<file path="config.mk">
export PLATFORM = sky130hd
export DESIGN_NAME = mux_share_arbiter
export DESIGN_NICKNAME = d
export VERILOG_FILES = /design/src/rtl/mux_share_arbiter_pkg.sv /design/src/rtl/mux_share_datapath.sv /design/src/rtl/mux_share_arbiter.sv
export SDC_FILE = /design/constraint.sdc
export NUM_CORES = 1
export LEC_CHECK = 0
export ABC_AREA = 1
export CORE_MARGIN = 2
export CORE_UTILIZATION = 40
export CTS_BUF_LIST = sky130_fd_sc_hd__clkbuf_4 sky130_fd_sc_hd__clkbuf_8
export DETAILED_ROUTE_END_ITERATION = 16
export SLEW_MARGIN = 10
export SYNTH_ARGS = -nofsm -noshare
export SYNTH_HDL_FRONTEND = slang
export SYNTH_HIERARCHICAL = 1
export SYNTH_SLANG_ARGS = --single-unit
</file>
<file path="constraint.sdc">
create_clock -name clk -period 3.7 [get_ports clk]
set_clock_uncertainty 0.05 [all_clocks]
set_input_delay 0.37 -clock clk [delete_from_list [all_inputs] [get_ports clk]]
set_output_delay 0.37 -clock clk [all_outputs]
set_load 0.01 [all_outputs]
</file>
<file path="src/rtl/mux_share_arbiter_pkg.sv">
// mux_share_arbiter_pkg: shared state encoding, select constants and counter widths
package mux_share_arbiter_pkg;
  typedef enum logic [1:0] {IDLE, SWITCH, GRANT_A, GRANT_B} state_e;
  localparam logic SEL_A = 1'b0;
  localparam logic SEL_B = 1'b1;
  localparam int MAX_HOLD_LIM = 15;
  localparam int HOLD_W = $clog2(MAX_HOLD_LIM + 1);
  localparam int DEAD_W = 2;
endpackage

</file>
<file path="src/rtl/mux_share_datapath.sv">
// mux_share_datapath: per-bit 2:1 transmission-gate mux with valid gating of the channel output
module mux_share_datapath #(
  parameter int WIDTH = 1
) (
  input  logic             s_i,
  input  logic             valid_i,
  input  logic [WIDTH-1:0] a_i,
  input  logic [WIDTH-1:0] b_i,
  output logic [WIDTH-1:0] y_o
);
  logic [WIDTH-1:0] mux_y;
  for (genvar i = 0; i < WIDTH; i++) begin : g_bit
    assign mux_y[i] = s_i ? b_i[i] : a_i[i];
  end
  assign y_o = valid_i ? mux_y : '0;
endmodule

</file>
<file path="src/rtl/mux_share_arbiter.sv">
// mux_share_arbiter: round-robin, hold-bounded owner of a shared 2:1 mux with break-before-make select
module mux_share_arbiter
  import mux_share_arbiter_pkg::*;
#(
  parameter int WIDTH    = 1,
  parameter int MAX_HOLD = 4,
  parameter int DEAD_CYC = 1
) (
  input  logic             clk,
  input  logic             rst,
  input  logic             req_a,
  input  logic             req_b,
  input  logic [WIDTH-1:0] a,
  input  logic [WIDTH-1:0] b,
  output logic             gnt_a,
  output logic             gnt_b,
  output logic             s,
  output logic [WIDTH-1:0] y,
  output logic             valid
);
  localparam logic [HOLD_W-1:0] HOLD_MAX  = HOLD_W'(MAX_HOLD);
  localparam logic [DEAD_W-1:0] DEAD_LAST = DEAD_W'(DEAD_CYC == 0 ? 0 : DEAD_CYC - 1);

  state_e state_q, state_d;
  logic s_q, s_d, last_q, last_d, tgt_q, tgt_d;
  logic [HOLD_W-1:0] hold_q, hold_d, hold_inc;
  logic [DEAD_W-1:0] dead_q, dead_d;
  logic own_b, req_own, req_oth, go, go_sel;

  assign own_b    = state_q == GRANT_B;
  assign req_own  = own_b ? req_b : req_a;
  assign req_oth  = own_b ? req_a : req_b;
  assign hold_inc = (hold_q == HOLD_MAX) ? hold_q : hold_q + 1'b1;

  always_comb begin
    state_d = state_q;
    s_d     = s_q;
    hold_d  = hold_q;
    dead_d  = dead_q;
    last_d  = last_q;
    tgt_d   = tgt_q;
    go      = 1'b0;
    go_sel  = SEL_A;
    unique case (state_q)
      IDLE: begin
        go     = req_a | req_b;
        go_sel = (req_a & req_b) ? ~last_q : req_b;
      end
      SWITCH: begin
        if (dead_q == DEAD_LAST) state_d = tgt_q ? GRANT_B : GRANT_A;
        else dead_d = dead_q + 1'b1;
      end
      GRANT_A, GRANT_B: begin
        hold_d = hold_inc;
        if (!req_own || (hold_inc == HOLD_MAX && req_oth)) begin
          last_d  = own_b;
          hold_d  = '0;
          state_d = IDLE;
          go      = req_oth;
          go_sel  = ~own_b;
        end
      end
    endcase
    // a select change always passes through the dead interval unless it is configured away
    if (go) begin
      tgt_d  = go_sel;
      dead_d = '0;
      if (go_sel == s_q || DEAD_CYC == 0) state_d = go_sel ? GRANT_B : GRANT_A;
      else state_d = SWITCH;
      s_d = go_sel;
    end
  end

  always_ff @(posedge clk) begin
    if (rst) begin
      state_q <= IDLE;
      s_q     <= SEL_A;
      hold_q  <= '0;
      dead_q  <= '0;
      last_q  <= SEL_B;
      tgt_q   <= SEL_A;
    end else begin
      state_q <= state_d;
      s_q     <= s_d;
      hold_q  <= hold_d;
      dead_q  <= dead_d;
      last_q  <= last_d;
      tgt_q   <= tgt_d;
    end
  end

  assign gnt_a = state_q == GRANT_A;
  assign gnt_b = state_q == GRANT_B;
  assign valid = gnt_a | gnt_b;
  assign s     = s_q;

  mux_share_datapath #(.WIDTH(WIDTH)) u_dp (
    .s_i    (s_q),
    .valid_i(valid),
    .a_i    (a),
    .b_i    (b),
    .y_o    (y)
  );
endmodule

</file>
# Word level (Yosys, flattened, before mapping)
# Index checks and enable logic that the tools add are counted.
# word_totals
ff_bits	10
input_bits	6
output_inout_bits	5
elab_cells	50
# op_classes
add_sub_neg	2
eq_ne	8
mux	18
n_bitwise	6
reduce_logical	11
# ops
operator	n
$mux W1	9
$eq A4 B3 Y1 const B	2
$mux W2	4
$mux W4	2
$ne A3 B3 Y1 const B	2
$add A4 B1 Y4 const B	1
$eq A2 B2 Y1 const B	2
$logic_not A2 Y1	2
$pmux W1 S2	2
$pmux W2 S2	1
$reduce_and A2 Y1	2
$reduce_or A2 Y1	2
$not A1 Y1	3
$reduce_and A3 Y1	1
$reduce_bool A3 Y1	1
$add A2 B1 Y2 const B	1
$eq A2 B1 Y1 const B	1
$or A1 B1 Y1	2
$and A1 B1 Y1	1
$eq A1 B1 Y1	1
$logic_and A1 B1 Y1	1
$logic_not A1 Y1	1
$logic_or A1 B1 Y1	1

# Longest topological paths before layout
# logic_depth
depth_word	10
ltp_mapped	20

# Hierarchy
# Netlist, hierarchy kept.
# by_module_without_submodules
module	instances	cells_per_inst	area_per_inst_um2	seq_area_each_um2
mux_share_arbiter	1	115	733.2	200.2
mux_share_datapath	1	5	21.3	0.0

# Worst setup path after synthesis
# No wires, ideal clock.
# synth_timing
kind	reg-to-reg
startpoint	register hold_q[0]
endpoint	register state_q[1]
arrival_ns	1.675
required_ns	3.520
setup_slack_ns	1.845
path_stages_with_launch	17
path_buffers	0
path_cell_list	dfxtp_1 > inv_1 > ha_1 > nand4_1 > nand2_2 > nor2_2 > nand2_2 > nand2_2 > nand2_2 > inv_2 > nand2_2 > nand2_2 > inv_1 > ha_1 > nand2_1 > nand2_1 > a21oi_1
# synth_between
elab_chain_cells	10
word_cells_on_any_way	17
cone_classes	1 x add/sub; 5 x eq/ne; 7 x mux; 4 x reduce/logical
# synth_rtl
item	line	rtl
start, declared	mux_share_arbiter.sv:26	logic [HOLD_W-1:0] hold_q, hold_d, hold_inc;
start signal, assigned	mux_share_arbiter.sv:85	hold_q <= hold_d;
$add A4 B1 Y4 / $eq A4 B3 Y1 (equally long branches)	mux_share_arbiter.sv:33	assign hold_inc = (hold_q == HOLD_MAX) ? hold_q : hold_q + 1'b1;
$mux W4 *	mux_share_arbiter.sv:33	
$eq A4 B3 Y1 *	mux_share_arbiter.sv:55	if (!req_own || (hold_inc == HOLD_MAX && req_oth)) begin
$logic_and A1 B1 Y1 *	mux_share_arbiter.sv:55	
$logic_or A1 B1 Y1 *	mux_share_arbiter.sv:55	
$mux W1	mux_share_arbiter.sv:55	
$pmux W1 S2	mux_share_arbiter.sv:44	unique case (state_q)
$eq A1 B1 Y1	mux_share_arbiter.sv:68	if (go_sel == s_q || DEAD_CYC == 0) state_d = go_sel ? GRANT_B : GRANT_A;
$mux W2	mux_share_arbiter.sv:68	
$mux W2	mux_share_arbiter.sv:65	if (go) begin
end signal, assigned	mux_share_arbiter.sv:83	state_q <= state_d;
end, declared	mux_share_arbiter.sv:24	state_e state_q, state_d;
# Every way passes the cells marked *; elsewhere a longest branch is shown, timed or not.
# A chain may end at the register's enable or synchronous reset.

# Worst setup path after layout
# layout_timing
startpoint	register state_q[1]
endpoint	output gnt_a
# layout_between
elab_chain_cells	1
# layout_rtl
item	line	rtl
$eq A2 B2 Y1	mux_share_arbiter.sv:92	assign gnt_a = state_q == GRANT_A;
end, declared	mux_share_arbiter.sv:15	output logic gnt_a,
# No other way between the ends.

==> results.json <==
{
  "status": "finished, final reports clean",
  "grt_max_degree": 11,
  "synth_edf_count": 0,
  "synth_cells": 120,
  "cts_setup_buffers": 0,
  "dr.pass1.iters": 4,
  "yosys-top-cells-count": "nand2_1, inv_1, dfxtp_1, nor2_1, nand2_2",
  "synthMuxAreaShare_pct": 0,
  "routed_wirelength_um": 1480,
  "grt_overflow": 0,
  "use_met1_pct": 19.7,
  "cts.sinks": 10,
  "synth_compound_area_share_pct": 11.4,
  "r2r_start": "hold_q[0]$_SDFFE_PP0N_",
  "synth.top_cell.area_share_pct": 26.5,
  "grt_pass1_vias": 626,
  "core_mm2": 0.00175,
  "arrival_ns": 1.78,
  "start_util_pct": 43.2,
  "die_h_um": 47.4,
  "synth.area.top_cells": "dfxtp_1, nand2_1, inv_1",
  "relSlewSlack_pct": 70.2,
  "final_area_um2": 903,
  "grt_use_met3_pct": 5.66,
  "critPathRequiredTime_ns": 3.28,
  "pin_count": 11,
  "hold_end": "dead_q[0]$_SDFFE_PP0P_",
  "reg2reg_to": "state_q[1]$_SDFFE_PP0P_",
  "num_vias": 721,
  "cts_root_buf": "clkbuf_4",
  "synth_most_common_cell": "nand2_1",
  "synthSimpleGateAreaFrac_pct": 40.5,
  "finalSetupTns_ns": 0,
  "worst-path-max-fanout": 10,
  "antenna_cells": 0,
  "top_usage_layer": "met2",
  "seq_area_frac_synth_pct": 26.5,
  "grtUsageTotal_pct": 15.6,
  "critPathCaptureType": "output pin",
  "insertion_delay_ns": 0.27,
  "placed_area_um2": 867,
  "clk_pin_slew_ns": 0.07,
  "synth-async-reset-ratio_pct": 0,
  "port_buffers": 10,
  "hold_path_depth": 2,
  "cts_hold_buf": 0,
  "synth-seq-cells": 10,
  "ctsResizeCount": 0,
  "hp-start": "dead_q[0]$_SDFFE_PP0P_",
  "dp.cells": 152,
  "fin_crit_ns": 2.20,
  "synth_fa_ha_area_share_pct": 6.63,
  "worstSetupPathType": "register to output pin",
  "nets": 142,
  "met2_usage_pct": 26.5,
  "hp-class": "register to register",
  "rsz0062_at_grt": "false",
  "ir_drop_mv": 0.376,
  "grt_antenna_before_repair": 0,
  "max-clock-path-buffers": 2,
  "ys_warn_count": 6,
  "n_fill_cell": 193,
  "r2r_cells": 16,
  "fp-row-count": 15,
  "worstMarginPinSlew_ns": 0.446,
  "hold_viol": 0,
  "cellLeakagePower_nw": 0.426,
  "drt-initial-drc-count": 12,
  "syn2layout_area_growth_pct": 19.7,
  "syn_area_per_cell_um2": 6.29,
  "fp.dieW_um": 47.4,
  "cp-start-kind": "register",
  "numCtsBuffers": 3,
  "cts.htree.levels": 1,
  "viasPerCell": 4.62,
  "stdcell_count": 156,
  "dp_hpwl_um": 1160,
  "synth_area_um2": 754,
  "cts_tree": "yes",
  "place_congestion": 0.735,
  "drtAntennaViolNets": 0,
  "setup_violations": 0,
  "synth_area_leader_cell": "dfxtp_1",
  "ys.flop_type": "dfxtp_1",
  "syn-num-nets": 130,
  "synth-xor-area-share_pct": 0,
  "fmax_ghz": 0.455,
  "synth_top_family_by_area": "simple AND/OR/NAND/NOR gates",
  "fin_util_pct": 51.8,
  "grt_pass1_wl_um": 2510,
  "die_area_mm2": 0.00225,
  "ys_types": 21,
  "reg2reg_slack_ns": 1.65,
  "p_per_area_mw_per_mm2": 558,
  "critPathLaunch": "state_q[1]$_SDFFE_PP0P_",
  "drc": 0,
  "slew_violations": 0,
  "drive_gt1_share_pct": 20.6,
  "fin_total_pwr_mw": 0.504,
  "fin_crit_sh_pct": 59.4,
  "drt-wirelength-per-cell_um": 9.46,
  "max-cap-violations": 0
}
## flip-flops by register name, summed over array words and instances, names as in the netlist
| name | flops |
|---|---|
| hold_q | 4 |
| dead_q | 2 |
| state_q | 2 |
| last_q | 1 |
| tgt_q | 1 |
## critical path: stages (launching register included)
cell and delay (ns):
dfxtp_1 0.60, inv_1 0.24, nor2_1 0.13, clkdlybuf4s50_1 0.54
## area by class of cell
| type | count | area (um^2) | area share (%) |
|---|---|---|---|
| clock buffers | 4 | 36.3 | 4.02 |
| inverters | 25 | 93.8 | 10.4 |
| multi-input cells | 82 | 442 | 48.9 |
| flip-flops and latches | 10 | 200 | 22.2 |
| well taps | 25 | 31.3 | 3.46 |
| repair buffers | 10 | 100 | 11.1 |
## worst max-delay path by stage
stage	slack, ns	endpoint	cells past startpoint
CTS	1.48	gnt_a	3
detailed placement	1.44	state_q[1]$_SDFFE_PP0P_	16
global route	1.40	state_q[1]$_SDFFE_PP0P_	18
floorplan	1.84	state_q[1]$_SDFFE_PP0P_	16
finish	1.50	gnt_a	3
global placement	1.47	state_q[1]$_SDFFE_PP0P_	16
## placed cells by master (no fill, tap or decap)
cell type,instances
nand3_2,3
o21ai_0,3
nand2_4,1
inv_1,21
a21oi_2,1
inv_2,4
nand3_1,3
o21ai_2,2
a21oi_1,8
clkbuf_4,3
dfxtp_1,10
nand2_2,9
nand2_1,31
nand4_1,2
clkbuf_8,1
nand3b_1,1
clkdlybuf4s50_1,10
nor2_1,10
o21ai_1,1
ha_1,4
nor2_2,3
## routing by layer
metal  part of all wire, %  routed length, um
met1                    48                710
met5                     0                  0
met4                     0                  0
met3                   5.6                 83
met2                    46                680
## metrics by stage
step	worst slack (ns)	hold slack, ns
floorplan	1.84	0.387
global placement	1.47	0.400
detailed placement	1.44	0.406
CTS	1.48	0.417
global route	1.40	0.433
finish	1.50	0.412
## kinds of logic after synthesis
family | count (synthesis)
DFF | 10
adders and majority gates | 4
AOI/OAI and AO/OA | 15
and+or+nand+nor | 63
buffers and inverters | 28
## power breakdown
part           internal, mW  switching, mW  total (mW)
Sequential            0.127         0.0340       0.161
Combinational         0.102          0.140       0.242
Clock                0.0598         0.0418       0.102
Total                 0.289          0.215       0.504
Note: power is estimated with default switching activity, not from simulation.
